## src/rtl/seq_multiplier.sv

```systemverilog
// Iterative radix-2 shift-add multiplier for the RISC-V M-extension multiply group.
// One partial-product bit per clock; START/BUSY/DONE handshake with a fixed WIDTH-cycle latency.
module seq_multiplier #(
  parameter int WIDTH = 32
) (
  input  logic             CLK,
  input  logic             RST_N,
  input  logic             START,
  input  logic [1:0]       FUNCT,
  input  logic [WIDTH-1:0] OP_A,
  input  logic [WIDTH-1:0] OP_B,
  output logic             BUSY,
  output logic             DONE,
  output logic [WIDTH-1:0] RESULT,
  output logic [1:0]       dbg_state
);

  // Handshake: START is sampled only in IDLE or DONE; BUSY marks the RUN state;
  // DONE is a one-cycle pulse during which RESULT carries the new product.
  localparam int CW = (WIDTH > 2) ? $clog2(WIDTH) : 1;

  localparam logic [1:0] S_IDLE = 2'd0;
  localparam logic [1:0] S_RUN  = 2'd1;
  localparam logic [1:0] S_DONE = 2'd2;

  localparam logic [1:0] F_MUL    = 2'b00;
  localparam logic [1:0] F_MULH   = 2'b01;
  localparam logic [1:0] F_MULHSU = 2'b10;

  localparam logic [WIDTH-1:0]   ONE_W  = {{(WIDTH-1){1'b0}}, 1'b1};
  localparam logic [2*WIDTH-1:0] ONE_2W = {{(2*WIDTH-1){1'b0}}, 1'b1};

  logic [1:0]         state;
  logic [1:0]         funct_q;
  logic               neg_q;
  logic [2*WIDTH-1:0] mcand;
  logic [WIDTH-1:0]   mplier;
  logic [2*WIDTH-1:0] acc;
  logic [CW-1:0]      cnt;

  logic               a_neg;
  logic               b_neg;
  logic [WIDTH-1:0]   a_mag;
  logic [WIDTH-1:0]   b_mag;
  logic [2*WIDTH-1:0] acc_sum;
  logic [2*WIDTH-1:0] product;
  logic               last_iter;

  always_comb begin
    a_neg     = OP_A[WIDTH-1] && ((FUNCT == F_MULH) || (FUNCT == F_MULHSU));
    b_neg     = OP_B[WIDTH-1] && (FUNCT == F_MULH);
    // The most-negative value negates to itself, which is its correct unsigned magnitude.
    a_mag     = a_neg ? (~OP_A + ONE_W) : OP_A;
    b_mag     = b_neg ? (~OP_B + ONE_W) : OP_B;
    acc_sum   = mplier[0] ? (acc + mcand) : acc;
    product   = neg_q ? (~acc_sum + ONE_2W) : acc_sum;
    last_iter = (cnt == CW'(WIDTH - 1));
  end

  always_ff @(posedge CLK or negedge RST_N) begin
    if (!RST_N) begin
      state   <= S_IDLE;
      funct_q <= 2'b00;
      neg_q   <= 1'b0;
      mcand   <= '0;
      mplier  <= '0;
      acc     <= '0;
      cnt     <= '0;
      RESULT  <= '0;
    end else begin
      case (state)
        S_IDLE, S_DONE: begin
          if (START) begin
            state   <= S_RUN;
            funct_q <= FUNCT;
            neg_q   <= a_neg ^ b_neg;
            mcand   <= {{WIDTH{1'b0}}, a_mag};
            mplier  <= b_mag;
            acc     <= '0;
            cnt     <= '0;
          end else begin
            state <= S_IDLE;
          end
        end
        S_RUN: begin
          // The multiplicand shifts left each cycle, equivalent to shifting by the counter.
          acc    <= acc_sum;
          mcand  <= mcand << 1;
          mplier <= mplier >> 1;
          cnt    <= cnt + CW'(1);
          if (last_iter) begin
            state  <= S_DONE;
            RESULT <= (funct_q == F_MUL) ? product[WIDTH-1:0] : product[2*WIDTH-1:WIDTH];
          end
        end
        default: state <= S_IDLE;
      endcase
    end
  end

  assign BUSY      = (state == S_RUN);
  assign DONE      = (state == S_DONE);
  assign dbg_state = state;

endmodule

```

## config.mk

```make
export PLATFORM = sky130hd
export DESIGN_NAME = seq_multiplier
export DESIGN_NICKNAME = d
export VERILOG_FILES = /design/src/rtl/seq_multiplier.sv
export SDC_FILE = /design/constraint.sdc
export NUM_CORES = 1
export LEC_CHECK = 0
export ABC_CLOCK_PERIOD_IN_PS = 5300
export BUFFER_PORTS_ARGS = -buffer_cell sky130_fd_sc_hd__buf_2
export CELL_PAD_IN_SITES_DETAIL_PLACEMENT = 0
export CELL_PAD_IN_SITES_GLOBAL_PLACEMENT = 2
export CORE_ASPECT_RATIO = 0.9
export CORE_MARGIN = 2
export CORE_UTILIZATION = 38
export CTS_CLUSTER_DIAMETER = 80
export DETAILED_ROUTE_END_ITERATION = 10
export HOLD_SLACK_MARGIN = 0.12
export PLACE_DENSITY_LB_ADDON = 0.1
export SYNTH_ARGS = -nofsm -noshare
export SYNTH_HDL_FRONTEND = slang
export SYNTH_SLANG_ARGS = --single-unit
```

## constraint.sdc

```tcl
create_clock -name CLK -period 5.3 [get_ports CLK]
set_input_delay 0.265 -clock CLK [delete_from_list [all_inputs] [get_ports CLK]]
set_output_delay 0.265 -clock CLK [all_outputs]
set_load 0.005 [all_outputs]
```

==> run metrics, run 1 <==
Fin Hold WS 0.153 ns; synth-to-layout area growth 16.0%; vias in the first global route 16300; # DRC 0; wire per inst 24.4 µm; flop2flop setup slack 0.29 ns; worst endpoint required time 5.73 ns; final count of hold timing violations 0; Final ANT Viol Nets 0; post-CTS setup buffers 0; IO Count 105; measured slew at the worst slew-check pin 1.20 ns; top_reg_cell synth dfrtp_1; Num CTS Buffers 27; global-route wire length before repair 104000 µm; Final Critical Period 5.01 ns; Mapped Nets 2227; most common cell after layout, fill and taps aside nand2_1; Root Driver clkbuf_16; most frequent cells in the layout nand2_1 (246), o21ai_0 (214), dfrtp_1 (200), nor2_1 (179), a21oi_1 (159); final setup vio count 0; die height 203 µm; PortBufs 104; setup_tns 0 ns; Row Count 72; min-delay src OP_B[1]; Slew HR 19.4%; total power 0.0151 W; power density cells 775 nW/µm²; r2r endpoint RESULT[9]; First-pass DRT Iterations 6; initial antenna violation count 1; Ys Warns 0; register bit count reported by yosys 202; Worst-path clk slew 0.06 ns; GRT overflow 0; Critical Path Sink Type register; Tcrit/Tclk final 94.5%; Pins Over Slew Limit 0; Clk Latency, worst-skew pair 0.58 ns; Initial Util 38.7%; fin nets 2351; ANT cells 0; crit path kind register to register; largest net degree at the start of global routing 103; crit-path max FO 8; share of synthesized registers carrying an async set or reset 100%; status complete, no violations; Routability Congestion 0.943; leakage power 7.86 nW; Avg Synthesized Cell Area 8.02 µm²; crit path launch type register; library cells used by synthesis 101; Worst R2R Path Depth 14; CP Cell Sequence ha_1 > inv_1 > fa_1 > nand2b_1 > a211o_1 > a211o_1 > a21oi_1 > a21oi_1 > mux2_2 > o211ai_2 > or3_1 > or3_4 > o41ai_1 > o21ai_0; EDFF count, synth 0; Clock Sink Count 202; Post-Syn Instances 2088; final wirelength 68000 µm; CTS tree yes; CTS max path bufs 3; Worst Skew 0.0101 ns; Via-to-Cell Ratio 6.13; Hold Path Stages 4; setup repair after global routing missed its margin no; Core ar. 43200 µm²; Die W 225 µm; layout cells sized above 1 12.2%; Total GRT Usage 29.6%; die area 45800 µm²; initial DRC count 1722; post-synthesis sequential area ratio 30.2%; CP max-delay cell or3_1; Peak Freq 200 MHz; Fill cells 4404; max-cap viol count 0; Worst R2R Start mcand[0]; VDD IR max 0.320 mV; Critical Path AT 5.44 ns; Hold Path End mplier[3]; synthesized cell area 16800 µm²; routed via count 17100; slowest stage delay, CP 0.63 ns; worst min path class input port to register; Max H-tree Level 1; HPWL Detailed 50900 µm
[synthesized netlist by cell type (21+ instances only)]
cell type	number	share of area (%)
clkbuf_1	91	2.0
dfrtp_1	202	30
nor3_1	53	1.6
ha_1	69	5.2
o21ai_0	214	6.4
nand3_1	38	1.1
nor4_1	24	0.90
xor2_1	44	2.3
nor2_1	182	4.1
a21oi_1	159	4.7
a22oi_1	66	3.0
mux2i_1	35	2.1
a211oi_1	25	1.1
a31oi_1	22	0.82
o21ai_1	29	0.87
a22o_1	54	2.8
inv_1	28	0.63
o31ai_1	21	0.94
nand2b_1	26	0.97
or3_1	25	0.93
nand4_1	32	1.2
xnor2_1	63	3.3
a21o_1	30	1.3
nand2_1	246	5.5
[logic make-up (layout without fill, tap and decap cells)]
kind of cell | after synthesis | after routing | synth area share [%]
AOI/OAI and AO/OA | 777 | 777 | 30.6
xor gates and xnor gates | 108 | 108 | 5.69
adders and majority gates | 70 | 70 | 5.27
buffers and inverters | 149 | 293 | 3.54
DFF | 202 | 202 | 30.2
muxes | 54 | 54 | 3.50
and+or+nand+nor | 728 | 728 | 21.3
[worst max-delay path: cells and delay by family (launching register included)]
| family | cells | cell delay [ns] |
|---|---|---|
| compound gates | 7 | 2.18 |
| fa+ha+maj | 2 | 0.65 |
| buf+inv | 1 | 0.07 |
| flops | 1 | 0.38 |
| mux | 1 | 0.27 |
| simple gates | 3 | 1.32 |
[worst max-delay path by stage]
stage,slack [ns],depth (start not counted),start,endpoint
floorplan,1.11,17,mcand[0],RESULT[13]
global placement,0.31,14,mcand[0],RESULT[9]
detailed placement,0.32,16,mcand[0],RESULT[30]
CTS,0.29,16,mcand[0],RESULT[30]
global route,0.01,16,mcand[0],RESULT[31]
finish,0.29,14,mcand[0],RESULT[9]
[layout make-up]
type / count / area (µm²) / area share [%]
well taps: 555 / 694 / 3.57
inverters: 31 / 119 / 0.612
clock inverters: 10 / 97.6 / 0.502
multi-input cells: 1737 / 11100 / 57.3
clock buffers: 39 / 781 / 4.02
repair buffers: 213 / 1540 / 7.94
flip-flops and latches: 202 / 5060 / 26.0
[registers in the layout, indices dropped and copies added, names as in the netlist]
register and flops:
RESULT 32, acc 64, cnt 5, dbg_state 2
funct_q 2, mcand 64, mplier 32, neg_q 1
[power by group]
part / total, W / switching [W] / internal [W]
clock: 0.00186 / 0.000785 / 0.00107
sequential: 0.00305 / 0.000792 / 0.00226
combinational: 0.0102 / 0.00667 / 0.00350
[metal layers]
metal	share of wire (%)	track usage (%)
met5	0	0
met3	8.1	6.87
met1	48	44.0
met4	2.6	6.79
met2	41	43.1
[what timing repair did]
action	in CTS	in global routing
setup endpoints to repair	0	3
hold buffers	68	0
resized for setup	0	2
hold endpoints to repair	165	0
[through the flow]
stage	cells	utilization, %	setup WS (ns)	area (µm²)
floorplan	2088	-	1.11	16800
CTS	2787	44.9	0.291	19400
detailed placement	2670	41.3	0.317	17900
finish	2787	45.0	0.294	19400
global placement	2670	41.3	0.312	17900
global route	2787	45.0	0.0136	19400
Note: power is estimated with default switching activity, not from simulation.
==> run 2, diff against run 1 <==
PLACE_DENSITY = 0.83   (was default)
PLACE_DENSITY_LB_ADDON = default   (was 0.1)
==> run 2 against run 1 <==
Worst hold slack worse by 0.026 ns. First-iteration DRC count is 12% lower. Flip-flop and latch count stayed put.
==> run metrics, run 2 (synthesis results as in run 1) <==
Final Critical Period 5.00 ns (was 5.01 ns); layout cells sized above 1 12.5% (was 12.2%); PortBufs 104 (unchanged); Max H-tree Level 1 (unchanged); Worst Skew 0.0119 ns (was 0.0101 ns); Hold Path End mcand[24] (was mplier[3]); First-pass DRT Iterations 5 (was 6); Core ar. 43200 µm² (unchanged); Die W 225 µm (unchanged); Tcrit/Tclk final 94.4% (was 94.5%); Clock Sink Count 202 (unchanged); die height 203 µm (unchanged); Final WS setup 0.297 ns (was 0.294 ns); Clk Latency, worst-skew pair 0.58 ns (about the same); worst endpoint required time 5.79 ns (was 5.73 ns); crit path kind register to register (unchanged); Worst-path clk slew 0.07 ns (was 0.06 ns); setup_tns 0 ns (unchanged); CP Cell Sequence ha_1 > inv_1 > fa_1 > nand2b_1 > a211o_1 > a211o_1 > a21oi_1 > mux2i_1 > nand2_1 > nor4_1 > nand4_1 > buf_4 > or2_1 > nor2_1 > nor2_1 > mux4_2 > o31ai_2 (was ha_1 > inv_1 > fa_1 > nand2b_1 > a211o_1 > a211o_1 > a21oi_1 > a21oi_1 > mux2_2 > o211ai_2 > or3_1 > or3_4 > o41ai_1 > o21ai_0); max-cap viol count 0 (unchanged); cell family with most CP delay simple AND/OR/NAND/NOR gates (was compound AO/OA/AOI/OAI gates); initial DRC count 1520 (was 1722); fin nets 2350 (was 2351); Root Driver clkbuf_16 (unchanged); vias in the first global route 16400 (was 16300); Final Non-Filler Cells 2787 (unchanged); VDD IR max 0.432 mV (was 0.320 mV); Slew HR 8.02% (was 19.4%); global-route wire length before repair 102000 µm (was 104000 µm); status complete, no violations (unchanged); CTS tree yes (unchanged); Total GRT Usage 29.0% (was 29.6%); Num CTS Buffers 27 (unchanged); total power 0.0152 W (was 0.0151 W); most frequent cells in the layout nand2_1 (246), o21ai_0 (214), dfrtp_1 (200), nor2_1 (180), a21oi_1 (159) (was nand2_1 (246), o21ai_0 (214), dfrtp_1 (200), nor2_1 (179), a21oi_1 (159)); CP max-delay cell mux4_2 (was or3_1); Hold Path Stages 3 (was 4); slowest stage delay, CP 0.49 ns (was 0.63 ns); # DRC 0 (unchanged); Worst R2R Start mcand[0] (unchanged); Routability Congestion 0.961 (was 0.943); final wirelength 67100 µm (was 68000 µm); Final ANT Viol Nets 0 (unchanged); final count of hold timing violations 0 (unchanged); min-delay src OP_A[24] (was OP_B[1]); CTS max path bufs 3 (unchanged); HPWL Detailed 50000 µm (was 50900 µm); Pins Over Slew Limit 0 (unchanged); largest net degree at the start of global routing 151 (was 103); Critical Path AT 5.50 ns (was 5.44 ns); final setup vio count 0 (unchanged); r2r endpoint RESULT[15] (was RESULT[9]); initial antenna violation count 0 (was 1); die area 45800 µm² (unchanged); most common cell after layout, fill and taps aside nand2_1 (unchanged); flop2flop setup slack 0.30 ns (was 0.29 ns); setup repair after global routing missed its margin no (unchanged); worst min path class input port to register (unchanged); power density cells 782 nW/µm² (was 775 nW/µm²); crit-path max FO 4 (was 8); worst slack, placed 0.329 ns (was 0.317 ns); IO Count 105 (unchanged); Via-to-Cell Ratio 6.25 (was 6.13); Peak Freq 200 MHz (about the same); Critical Path Sink Type register (unchanged); crit path launch type register (unchanged); measured slew at the worst slew-check pin 1.36 ns (was 1.20 ns); wire per inst 24.1 µm (was 24.4 µm); routed via count 17400 (was 17100); synth-to-layout area growth 16.1% (was 16.0%); Levels on crit path 17 (was 14); leakage power 7.89 nW (was 7.86 nW); Inst Count DP 2670 (unchanged); Critical path buffers and inverters 2 (was 1); GRT overflow 0 (unchanged); Initial Util 38.7% (unchanged); ANT cells 0 (unchanged); Row Count 72 (unchanged); Worst R2R Path Depth 17 (was 14); biggest regs acc x64, mcand x64 (unchanged)
run 2: changes by cell type in the layout (fill, tap and decap cells not counted), moves of 3 or more:
cell / before / now
clkinv_2: 5 / 9
buf_4: 39 / 42
dlygate4sd3_1: 68 / 65
clkbuf_1: 6 / 1
clkbuf_8: 6 / 9
run 2: layout make-up:
| cell class | count | area (µm²) |
|---|---|---|
| Fill cell | 4321 | 23800 |
| Multi-Input combinational cell | 1737 | 11100 |
| Sequential cell | 202 | 5060 |
| Timing Repair Buffer | 212 | 1520 |
| Clock buffer | 36 | 790 |
| Tap cell | 555 | 694 |
| Clock inverter | 14 | 140 |
| Inverter | 31 | 119 |
run 2: power breakdown:
part | switching, W | total, W | internal (W)
Combinational | 0.00678 | 0.0103 | 0.00351
Sequential | 0.000733 | 0.00299 | 0.00226
Clock | 0.000792 | 0.00194 | 0.00114
Total | 0.00830 | 0.0152 | 0.00691
run 2: per-layer routing:
metal / vias up / wire length (µm) / track usage (%) / part of all wire, %
li1: 8086 / - / - / -
met1: 8542 / 31300 / 42.7 / 47
met2: 692 / 27900 / 42.4 / 42
met3: 101 / 6140 / 7.20 / 9.1
met4: 0 / 1760 / 6.86 / 2.6
met5: - / 0 / 0 / 0
run 2: what timing repair did:
action,in CTS,in global routing
setup buffers,0,2
endpoints found under the hold margin,147,0
resized for setup,0,0
setup endpoints to repair,0,2
hold buffers,65,0
run 2: through the flow:
stage	cell area, µm²	hold WS, ns	utilization (%)
after detailed placement	17900	0.417	41.3
after global placement	17900	0.414	41.3
after floorplan	16800	-0.0306	-
final	19400	0.128	45.0
after global routing	19400	0.144	45.0
after CTS	19400	0.122	44.9
run 2: worst max path at each step:
stage	end	slack (ns)	from
3_5_place_dp	RESULT[15]	0.33	mcand[0]
4_1_cts	RESULT[15]	0.27	mcand[0]
5_1_grt	RESULT[30]	0.02	acc[0]
3_3_place_gp	RESULT[15]	0.36	mcand[0]
6_report	RESULT[15]	0.30	mcand[0]
2_1_floorplan	RESULT[13]	1.11	mcand[0]
run 2: worst register-to-register path: stages, from the launching register on:
cell and delay [ns]:
dfrtp_1 0.36, ha_1 0.22, inv_1 0.07, fa_1 0.43, nand2b_1 0.21, a211o_1 0.34
a211o_1 0.38, a21oi_1 0.38, mux2i_1 0.28, nand2_1 0.21, nor4_1 0.35, nand4_1 0.29
buf_4 0.23, or2_1 0.23, nor2_1 0.16, nor2_1 0.05, mux4_2 0.49, o31ai_2 0.24
==> run 3, diff against run 2 <==
RECOVER_POWER = 100   (was default)
==> run 3 against run 2 <==
The flow now finishes with violations (max-capacitance violations, max-slew violations). Worst setup slack worse by 0.036 ns. Clock power about the same. Core utilization shrank 0.28 points. Register-to-register slack got worse by 0.04 ns. Critical endpoint is now RESULT[6]. Largest cell class unchanged. Largest power group unchanged. Highest routed layer unchanged.
==> run metrics, run 3 (synthesis results as in run 1) <==
Hold Path Stages 3 (unchanged); vias in the first global route 16400 (unchanged); Critical Path AT 5.54 ns (was 5.50 ns); Clock Sink Count 202 (unchanged); First-pass DRT Iterations 6 (was 5); fin nets 2350 (unchanged); # DRC 0 (unchanged); GRT overflow 0 (unchanged); worst min path class input port to register (unchanged); crit path launch type register (unchanged); most common cell after layout, fill and taps aside nand2_1 (unchanged); Crit. Startpoint mcand[0] (unchanged); synth-to-layout area growth 15.4% (was 16.1%); leakage power 7.80 nW (was 7.89 nW); Final ANT Viol Nets 0 (unchanged); Post-Layout Inst Area 19300 µm² (was 19400 µm²); Core ar. 43200 µm² (unchanged); initial antenna violation count 0 (unchanged); IO Count 105 (unchanged); wire length on met2 28100 µm (was 27900 µm); DR WL met3 6530 µm (was 6140 µm); Slew HR -105% (was 8.02%); Max H-tree Level 1 (unchanged); most frequent cells in the layout nand2_1 (246), o21ai_0 (217), dfrtp_1 (200), nor2_1 (180), a21oi_1 (159) (was nand2_1 (246), o21ai_0 (214), dfrtp_1 (200), nor2_1 (180), a21oi_1 (159)); flop2flop setup slack 0.26 ns (was 0.30 ns); VDD IR max 0.422 mV (was 0.432 mV); Comb pwr share 67.5% (was 67.6%); final setup vio count 0 (unchanged); Worst R2R Path Depth 16 (was 17); min-delay src OP_A[24] (unchanged); ANT cells 0 (unchanged); Inst Count DP 2670 (unchanged); initial DRC count 1563 (was 1520); Initial Util 38.7% (unchanged); Routability Congestion 0.961 (unchanged); Seq pwr share 19.7% (about the same); Via-to-Cell Ratio 6.27 (was 6.25); Final Non-Filler Cells 2787 (unchanged); Total GRT Usage 29.0% (unchanged); Die W 225 µm (unchanged); Num CTS Buffers 27 (unchanged); biggest regs acc x64, mcand x64 (unchanged); final wirelength 67100 µm (about the same); status finished with violations (was complete, no violations); die height 203 µm (unchanged); Critical Path Sink Type register (unchanged); largest net degree at the start of global routing 151 (unchanged); total power 0.0152 W (about the same); Sw Ratio 54.5% (was 54.6%); Final Critical Period 5.04 ns (was 5.00 ns); met1 WL 30700 µm (was 31300 µm); Worst Skew 0.0117 ns (was 0.0119 ns); PortBufs 104 (unchanged); Peak Freq 198 MHz (was 200 MHz); Sw Pwr 0.00826 W (was 0.00830 W); HPWL Detailed 50000 µm (unchanged); Worst-path clk slew 0.07 ns (about the same); wire per inst 24.1 µm (about the same); die area 45800 µm² (unchanged); routed via count 17500 (was 17400); failing checks max-capacitance violations, max-slew violations; measured slew at the worst slew-check pin 3.08 ns (was 1.36 ns); setup_tns 0 ns (unchanged); layout cells sized above 1 11.0% (was 12.5%); CTS max path bufs 3 (unchanged); Root Driver clkbuf_16 (unchanged); Tcrit/Tclk final 95.1% (was 94.4%); max-cap viol count 6 (was 0); worst endpoint required time 5.80 ns (was 5.79 ns); top sig layer met4 (unchanged); crit-path max FO 13 (was 4); Int Pwr 0.00689 W (was 0.00691 W); power density cells 784 nW/µm² (was 782 nW/µm²); crit path kind register to register (unchanged); Fin Hold WS 0.133 ns (was 0.128 ns); global-route wire length before repair 102000 µm (unchanged); Pins Over Slew Limit 485 (was 0); Worst R2R Start mcand[0] (unchanged); r2r endpoint RESULT[6] (was RESULT[15]); Clk Latency, worst-skew pair 0.58 ns (about the same); final count of hold timing violations 0 (unchanged); CTS tree yes (unchanged); Clk pwr share 12.7% (about the same); quantity of gates resized following cts 0 (unchanged); Hold Path End mcand[24] (unchanged); Row Count 72 (unchanged); setup repair after global routing missed its margin no (unchanged); Placed Area 17900 µm² (unchanged)
-- run 3: cell types whose count changed in the layout (fill, tap and decap cells not counted), sizes merged --
cell    before  now
clkbuf      37   63
buf        146  120
-- run 3: timing repair --
action,in CTS,in global routing
buffers inserted,0,2
endpoints found under the hold margin,147,0
hold buffers,65,0
setup endpoints to repair,0,2
-- run 3: final cells by class --
class / instances / area (µm²)
multi-input combinational: 1737 / 11100
clock inverter: 14 / 140
clock buffer: 36 / 790
sequential: 202 / 5060
tap: 555 / 694
fill: 4347 / 23900
timing repair buffer: 212 / 1450
inverter: 31 / 119
-- run 3: power groups by stage --
| stage | Clock, W | Sequential, W | Combinational, W |
|---|---|---|---|
| final | 0.00193 | 0.00299 | 0.0102 |
| after global routing | 0.00202 | 0.00307 | 0.0111 |
| after global placement | 0 | 0.00298 | 0.00991 |
| after CTS | 0.00196 | 0.00297 | 0.0100 |
| after detailed placement | 0 | 0.00298 | 0.00994 |
| after floorplan | 0 | 0.00268 | 0.00677 |
-- run 3: metal layers --
layer  up-vias  global-route usage, %
met5         -                      0
met4         0                   6.86
li1       8089                      -
met1      8544                   42.7
met3        88                   7.20
met2       764                   42.4
-- run 3: worst max-delay path by stage --
| stage | endpoint | slack, ns | cells past startpoint |
|---|---|---|---|
| after floorplan | RESULT[13] | 1.11 | 17 |
| after global placement | RESULT[15] | 0.36 | 16 |
| final | RESULT[6] | 0.26 | 16 |
| after CTS | RESULT[15] | 0.27 | 16 |
| after detailed placement | RESULT[15] | 0.33 | 16 |
| after global routing | RESULT[25] | 0.01 | 17 |
-- run 3: critical path, stage by stage, from the launching register on --
cell	delay [ns]
dfrtp_1	0.36
ha_1	0.22
inv_1	0.07
fa_1	0.43
nand2b_1	0.21
a211o_1	0.34
a211oi_2	0.39
o21ai_0	0.23
mux2_2	0.26
o221ai_1	0.28
nand2b_1	0.31
nand4bb_1	0.25
or4_1	0.72
or4_1	0.55
o21ai_0	0.09
a21oi_1	0.06
o21ai_0	0.19
-- run 3: through the flow --
stage	setup slack, ns	util (%)
floorplan	1.11	-
global placement	0.364	41.3
detailed placement	0.329	41.3
CTS	0.267	44.9
global route	0.00953	44.7
finish	0.261	44.7
